## config.mk

```make
export PLATFORM = sky130hd
export DESIGN_NAME = tnoc_flit_if_arbiter
export DESIGN_NICKNAME = d
export VERILOG_FILES = /design/src/rtl/tnoc_config_pkg.sv /design/src/rtl/tnoc_flit_if_arbiter_pkg.sv /design/src/rtl/tnoc_rr_priority_select.sv /design/src/rtl/tnoc_flit_if_arbiter.sv
export SDC_FILE = /design/constraint.sdc
export NUM_CORES = 1
export LEC_CHECK = 0
export ABC_AREA = 1
export BUFFER_PORTS_ARGS = -buffer_cell sky130_fd_sc_hd__buf_2
export CAP_MARGIN = 20
export CELL_PAD_IN_SITES_DETAIL_PLACEMENT = 1
export CELL_PAD_IN_SITES_GLOBAL_PLACEMENT = 1
export CORE_AREA = 2 2 39 41
export CTS_BUF_LIST = sky130_fd_sc_hd__clkbuf_8
export DETAILED_ROUTE_END_ITERATION = 10
export DIE_AREA = 0 0 41 43
export PLACE_DENSITY = 0.52
export REMOVE_ABC_BUFFERS = 1
export SLEW_MARGIN = 25
export SYNTH_ARGS = -nofsm -noshare
export SYNTH_HDL_FRONTEND = slang
export SYNTH_HIERARCHICAL = 1
export SYNTH_SLANG_ARGS = --single-unit
```

## constraint.sdc

```tcl
create_clock -name clk -period 1.8 [get_ports clk]
set_clock_uncertainty 0.1 [all_clocks]
set_input_delay 0.09 -clock clk [delete_from_list [all_inputs] [get_ports clk]]
set_output_delay 0.09 -clock clk [all_outputs]
set_load 0.005 [all_outputs]
```

## src/rtl/tnoc_config_pkg.sv

```systemverilog
// rtl/tnoc_config_pkg.sv - NoC-wide configuration record shared by tnoc blocks
package tnoc_config_pkg;

  typedef struct packed {
    int unsigned address_width;
    int unsigned data_width;
    int unsigned virtual_channels;
    int unsigned max_flit_sources;
  } tnoc_config;

  localparam tnoc_config TNOC_DEFAULT_CONFIG = '{
    address_width:    32,
    data_width:       32,
    virtual_channels: 2,
    max_flit_sources: 16
  };

endpackage

```

## src/rtl/tnoc_flit_if_arbiter_pkg.sv

```systemverilog
// rtl/tnoc_flit_if_arbiter_pkg.sv - local types and helpers for the flit-interface arbiter
package tnoc_flit_if_arbiter_pkg;

  typedef enum logic {
    IDLE,
    LOCKED
  } tnoc_arb_state_e;

  // Pointer width; a single-entry arbiter still carries a 1-bit pointer held at 0.
  function automatic int ptr_width(input int entries);
    return (entries > 1) ? $clog2(entries) : 1;
  endfunction

endpackage

```

## src/rtl/tnoc_rr_priority_select.sv

```systemverilog
// rtl/tnoc_rr_priority_select.sv - round-robin winner pick from a priority pointer
module tnoc_rr_priority_select #(
  parameter int ENTRIES = 2,
  parameter int PTR_W   = 1
) (
  input  logic [ENTRIES-1:0] i_request,
  input  logic [PTR_W-1:0]   i_pointer,
  output logic [ENTRIES-1:0] o_winner,
  output logic               o_has_winner
);

  logic [2*ENTRIES-1:0] doubled;
  logic [ENTRIES-1:0]   rotated;

  // Rotating the doubled vector puts the pointer entry at bit 0, so a plain
  // find-first-set walks the entries in round-robin order.
  assign doubled = {i_request, i_request};
  assign rotated = ENTRIES'(doubled >> i_pointer);

  // First set bit of the rotated vector, mapped back to an absolute index.
  always_comb begin
    logic found;
    int   pos;
    found    = 1'b0;
    pos      = 0;
    o_winner = '0;
    for (int i = 0; i < ENTRIES; i++) begin
      if (rotated[i] && !found) begin
        found = 1'b1;
        pos   = int'(i_pointer) + i;
        if (pos >= ENTRIES) begin
          pos = pos - ENTRIES;
        end
      end
    end
    for (int j = 0; j < ENTRIES; j++) begin
      o_winner[j] = found && (pos == j);
    end
    o_has_winner = found;
  end

endmodule

```

## src/rtl/tnoc_flit_if_arbiter.sv

```systemverilog
// rtl/tnoc_flit_if_arbiter.sv - packet-locked round-robin select for a shared flit link
module tnoc_flit_if_arbiter
  import tnoc_config_pkg::*;
  import tnoc_flit_if_arbiter_pkg::*;
#(
  parameter tnoc_config CONFIG  = TNOC_DEFAULT_CONFIG,
  parameter int         ENTRIES = 2
) (
  input  logic               clk,
  input  logic               rst,
  input  logic [ENTRIES-1:0] i_request,
  input  logic               i_out_valid,
  input  logic               i_out_ready,
  input  logic               i_out_tail,
  output logic [ENTRIES-1:0] o_grant,
  output logic               o_busy
);

  localparam int PTR_W = ptr_width(ENTRIES);

  if ((ENTRIES < 1) || (ENTRIES > int'(CONFIG.max_flit_sources))) begin : g_illegal_entries
    $error("tnoc_flit_if_arbiter: ENTRIES out of range");
  end

  tnoc_arb_state_e    state;
  logic [ENTRIES-1:0] grant_q;
  logic               busy_q;
  logic [PTR_W-1:0]   ptr_q;

  logic               free;
  logic [PTR_W-1:0]   grant_idx;
  logic [PTR_W-1:0]   next_ptr;
  logic [PTR_W-1:0]   sel_ptr;
  logic [ENTRIES-1:0] sel_winner;
  logic               sel_has_winner;

  // The locked packet ends only when its tail is actually taken downstream.
  assign free = i_out_valid & i_out_ready & i_out_tail;

  // Index of the currently held grant, used to move the pointer past it.
  always_comb begin
    grant_idx = '0;
    for (int j = 0; j < ENTRIES; j++) begin
      if (grant_q[j]) begin
        grant_idx = PTR_W'(j);
      end
    end
  end

  assign next_ptr = (grant_idx == PTR_W'(ENTRIES - 1)) ? '0 : grant_idx + PTR_W'(1);

  // While locked the only selection that matters is the regrant at tail
  // accept, which must already see the advanced pointer.
  assign sel_ptr = (state == LOCKED) ? next_ptr : ptr_q;

  tnoc_rr_priority_select #(
    .ENTRIES (ENTRIES),
    .PTR_W   (PTR_W)
  ) u_select (
    .i_request    (i_request),
    .i_pointer    (sel_ptr),
    .o_winner     (sel_winner),
    .o_has_winner (sel_has_winner)
  );

  // Lock FSM: grant on request from IDLE, hold until tail accept, then regrant or release.
  always_ff @(posedge clk) begin
    if (rst) begin
      state   <= IDLE;
      grant_q <= '0;
      busy_q  <= 1'b0;
      ptr_q   <= '0;
    end else begin
      case (state)
        IDLE: begin
          if (sel_has_winner) begin
            grant_q <= sel_winner;
            busy_q  <= 1'b1;
            state   <= LOCKED;
          end
        end
        LOCKED: begin
          if (free) begin
            ptr_q <= next_ptr;
            if (sel_has_winner) begin
              grant_q <= sel_winner;
            end else begin
              grant_q <= '0;
              busy_q  <= 1'b0;
              state   <= IDLE;
            end
          end
        end
        default: begin
          state   <= IDLE;
          grant_q <= '0;
          busy_q  <= 1'b0;
        end
      endcase
    end
  end

  assign o_grant = grant_q;
  assign o_busy  = busy_q;

endmodule

```

=== Yosys cells after proc, flatten, opt, wreduce, memory -nomap -nowiden ===
Cells that the tools add are included.

* Flip-flop bits (word level): 5
* Input port bits: 7
* Output and inout bits: 3
* Word-level logic and storage cells: 46

* Add/sub/neg operators: 4
* Order comparisons: 2
* Eq/ne operators: 4
* Shift-type cells: 1
* Multiplexer cells: 20
* Bitwise gates (word level): 3
* Reduce and logical (&&, ||, !) cells: 8

{| class="wikitable"
|+ Operator list
! cell !! count
|-
| 32-bit 2-to-1 mux || 4
|-
| 32-bit by 2-bit equality test with 1-bit output, second input constant || 1
|-
| 32-bit by 3-bit greater-or-equal comparator with 1-bit output, second input constant || 1
|-
| 32-bit zero test || 1
|-
| 32-bit by 3-bit subtractor with 32-bit output, second input constant || 1
|-
| 1-bit 2-to-1 mux || 10
|-
| 2-bit 2-to-1 mux || 3
|-
| 2-bit inequality test, second input constant || 2
|-
| 1-bit one-hot mux with 2 select lines || 2
|-
| 2-bit one-hot mux with 2 select lines || 1
|-
| 2-bit AND reduction || 2
|-
| 4-bit by 1-bit >> shifter with 2-bit output || 1
|-
| 1-bit logical AND || 3
|-
| 3-bit AND reduction || 1
|-
| 1-bit by 2-bit subtractor with 3-bit output, second input constant || 1
|-
| 1-bit by 1-bit adder with 2-bit output, second input constant || 1
|-
| 1-bit AND || 2
|-
| 1-bit by 2-bit greater-or-equal comparator with 1-bit output, second input constant || 1
|-
| 2-bit by 1-bit inequality test with 1-bit output, second input constant || 1
|-
| 1-bit adder, second input constant || 1
|-
| 1-bit zero test || 1
|-
| 1-bit NOT || 1
|}

=== Logic depth before layout (Yosys ltp) ===
* Depth in word-level cells: 14
* Gate-level depth with buffers: 7
* Mapped depth without buffers: 7

=== By module ===
Netlist, hierarchy kept.

{| class="wikitable"
|+ Modules (own cells, without submodules)
! module !! instances !! cells an instance !! area an instance (um^2) !! seq. area each (um^2)
|-
| tnoc_flit_if_arbiter || 1 || 30 || 214.0 || 100.1
|-
| tnoc_rr_priority_select || 1 || 6 || 25.0 || 0.0
|}

=== Worst setup path before layout ===
No wires, ideal clock.

* Path type: register to register
* From: register state
* To: register grant_q[1] (netlist: o_grant[1])
* Library setup time: 0.070 ns
* Arrival time: 0.933 ns
* Required time: 1.630 ns
* Path slack: 0.698 ns
* Stages on the path, launching flop included: 7
* Path buffers: 0
* Clock period less this slack: 1.102 ns
* Cells stage by stage: dfxtp_1 -> inv_1 -> o21ai_0 -> inv_1 -> a21oi_1 -> nand3_1 -> a21oi_1

* Longest elaborated chain between the ends: 11
* Elaborated cells between the ends (all ways): 25

{| class="wikitable"
|+ Ends and longest elaborated chain
! element !! RTL line !! RTL
|-
| start, declared || tnoc_flit_if_arbiter.sv:25 || <nowiki>tnoc_arb_state_e state;</nowiki>
|-
| start signal, assigned || tnoc_flit_if_arbiter.sv:69 || <nowiki>state <= IDLE;</nowiki>
|-
| start signal, assigned || tnoc_flit_if_arbiter.sv:79 || <nowiki>state <= LOCKED;</nowiki>
|-
| start signal, assigned || tnoc_flit_if_arbiter.sv:90 || <nowiki>state <= IDLE;</nowiki>
|-
| 1-bit 2-to-1 mux * || tnoc_flit_if_arbiter.sv:54 || <nowiki>assign sel_ptr = (state == LOCKED) ? next_ptr : ptr_q;</nowiki>
|-
| named net sel_ptr || tnoc_flit_if_arbiter.sv:33 || <nowiki>logic [PTR_W-1:0] sel_ptr;</nowiki>
|-
| parallel branches: the longest is 6 deep, another holds 32-bit by 3-bit subtractor with 32-bit output || -- ||
|-
| 1-bit logical AND * || tnoc_rr_priority_select.sv:37 || <nowiki>o_winner[j] = found && (pos == j);</nowiki>
|-
| named net sel_winner[1] || tnoc_flit_if_arbiter.sv:34 || <nowiki>logic [ENTRIES-1:0] sel_winner;</nowiki>
|-
| 2-bit 2-to-1 mux || tnoc_flit_if_arbiter.sv:85 || <nowiki>if (sel_has_winner) begin</nowiki>
|-
| 2-bit 2-to-1 mux || tnoc_flit_if_arbiter.sv:83 || <nowiki>if (free) begin</nowiki>
|-
| 2-bit one-hot mux with 2 select lines * || tnoc_flit_if_arbiter.sv:74 || <nowiki>case (state)</nowiki>
|-
| end signal, assigned || tnoc_flit_if_arbiter.sv:77 || <nowiki>grant_q <= sel_winner;</nowiki>
|-
| end signal, assigned || tnoc_flit_if_arbiter.sv:86 || <nowiki>grant_q <= sel_winner;</nowiki>
|-
| end, declared || tnoc_flit_if_arbiter.sv:26 || <nowiki>logic [ENTRIES-1:0] grant_q;</nowiki>
|}

Mark *: on every way through the listed nets, which the timed path passes. The select of a mux whose other input is x is not followed.
A chain may end at the register's enable or synchronous reset.

=== Final worst setup path ===
Ends and elaborated chain as after synthesis.

==> summary.md <==
| Metric | Value |
|---|---|
| Die W | `41 um` |
| Synth Instances | `36` |
| Core ar. | `1384 um2` |
| Power density cells | `1045 nW/um2` |
| Storage cell area | `100.1 um2` |
| Routed wire length | `612 um` |
| Nets@finish | `57` |
| # IOs | `10` |
| Post-synth top cells | `7 x inv_1, 6 x a21oi_1, 6 x nand2_1` |
| Worst-path clk slew | `40 ps` |
| Worst skew pair latency | `220 ps` |
| Final Cycle Share | `70.69%` |
| Setup Buffers After CTS | `0` |
| Clock sink count | `5` |
| Root Driver | `clkbuf_8` |
| Switching pwr | `83.83 uW` |
| Main area contributors after synthesis | `dfxtp_1 42%, a21oi_1 13%, inv_1 11%` |
| Ys flop type | `dfxtp_1` |
| # port buffers | `9` |
| Crit Path Max Fanout | `4` |
| Number of H-tree levels | `1` |
| Sw frac | `22.82%` |
| N_diodes | `0` |
| Slew HR | `83.42%` |
| Post-CTS sizing | `0` |
| Average size of a mapped cell | `6.638 um2` |
| DIE AREA | `1763 um2` |
| Worst EP arrival | `1320 ps` |
| # setup viols final | `0` |
| Reg2reg path depth | `6` |
| Post-synthesis sequential area ratio | `41.88%` |
| Total Routing Usage GR | `9.054%` |
| Gate power share | `11.1%` |
| Die height | `43 um` |
| Routed Antenna Nets | `0` |
| Via Count | `283` |
| EDFF count, synth | `0` |
| MaxCap Viol Count | `0` |
| Hpwl dp | `466.2 um` |
| WS Path Type | `reg2reg` |
| Clk buf depth | `2` |
| Final slew viol count | `0` |
| Worst Setup SP | `state` |
| Worst EP required | `1850 ps` |
| Worst vdd ir | `0.2538 mV` |
| Detailed-router iteration count before antenna repair | `4` |
| Cells on Worst Hold Path | `4` |
| CTS hold repair buffers | `1` |
| CTS tree | `built` |
| Vias/cell | `4.354` |
| Multi-input gate area | `105.1 um2` |
| P&R area growth vs syn | `47.12%` |
| First-pass GRT wire length | `1048 um` |
| Worst Setup End Kind | `flip-flop` |
| Reg2reg start | `state` |
| Layout fillers | `175` |
| Max Freq | `785.9 MHz` |
| Static leakage | `0.1893 nW` |
| Drt wl/cell | `9.415 um` |
| CP startpoint kind | `flip-flop` |
| R2r setup slk | `530 ps` |
| Total CTS buffers | `3` |
| Layout cells sized above 1 | `24.49%` |
| Share of the synthesized area in the top cell type | `41.88%` |
| Worst hold path class | `in2reg` |
| Final core utilization | `25.41%` |
| Initial Utilization | `17.27%` |
| Worst-margin pin slew | `246.1 ps` |
| Hold_sp | `i_request[0]` |
| GPL Wtd Cong | `0.6544` |
| Global route overflow | `0` |
| YS warnings | `6` |
| RSZ-0062 raised after global routing | `false` |
| Reg power frac | `33.5%` |
| Setup_tns | `0 ps` |
| Synth area leader | `dfxtp_1` |
| Initial DRC count | `4` |
| Row count | `14` |
| Count leader, synth | `inv_1` |
| Yosys cell types | `9` |
| Final min period | `1272 ps` |
| Hold Violations, Final | `0` |
| Post-route DRC | `0` |
| Internal Power | `283.5 uW` |
| #FFs+latches synth | `5` |
| Clock power frac | `55.3%` |
| Vias in the first global route | `283` |
| Ys async rst share | `0%` |
| Outcome | `finished, final reports clean` |
| Largest net degree at the start of global routing | `7` |
| Mapped Area | `239.0 um2` |
| Antenna violations before repair | `0` |
-- final cells by class --
cell class | count | area share [%]
inverters | 7 | 7.473
repair buffers | 10 | 15.66
clock buffers | 3 | 11.74
flip-flops and latches | 5 | 28.47
clock inverters | 1 | 1.068
multi-input cells | 23 | 29.89
well taps | 16 | 5.694
-- critical path: stages, from the launching register on --
cell	delay [ps]
dfxtp_1	340
inv_1	90
o21ai_0	230
inv_1	70
a21oi_1	130
nand3_1	90
a21oi_1	150
-- power by group through the flow --
stage	Clock, mW	Sequential, mW	Combinational, mW
floorplan	0	0.125	0.0207
CTS	0.204	0.123	0.0414
global placement	0	0.125	0.0393
detailed placement	0	0.125	0.0389
global route	0.215	0.125	0.0462
finish	0.203	0.123	0.0408
-- sequential cells by signal, indices dropped and copies added, names as in the netlist --
signal and flops:
o_grant 2, o_busy 1, ptr_q 1, state 1
-- cell families after synthesis --
group | share of synthesized area (%)
compound gates | 16.75
flops | 41.89
simple gates | 27.22
buf+inv | 14.14
-- placed cells by master, fill, tap and decap left out --
master,count
buf_2,9
inv_1,8
nand2_1,6
a21oi_1,6
nand3_1,5
dfxtp_1,5
nor2_1,3
clkbuf_8,3
o21ai_0,2
nand4_1,1
dlygate4sd3_1,1
-- stage by stage --
stage               setup WS, ps  hold slack, ps  std cells  power, mW  area [um2]
global route               375.1           140.1         65     0.3861       351.6
global placement           498.3           208.1         60     0.1645       296.5
detailed placement         527.7           199.7         60     0.1640       296.5
floorplan                  697.7           59.07         35     0.1455       231.5
finish                     527.6           99.93         65     0.3673       351.6
CTS                        486.5           106.1         65     0.3694       351.6
-- routing by layer --
layer | share of wire (%) | global-route usage (%) | vias up | routed length [um]
li1 | - | - | 140 | -
met1 | 42 | 11.00 | 133 | 257
met2 | 49 | 12.81 | 8 | 297
met3 | 7.5 | 3.141 | 2 | 46
met4 | 1.6 | 6.000 | 0 | 10
met5 | 0 | 0 | - | 0
-- path summary, 6_finish.rpt --
path / endpoint
hold / removal: o_grant[1]
setup / recovery: o_grant[1]
hold reg to reg: o_busy
setup reg to reg: o_grant[1]
Power figures use the tool's default switching activity.
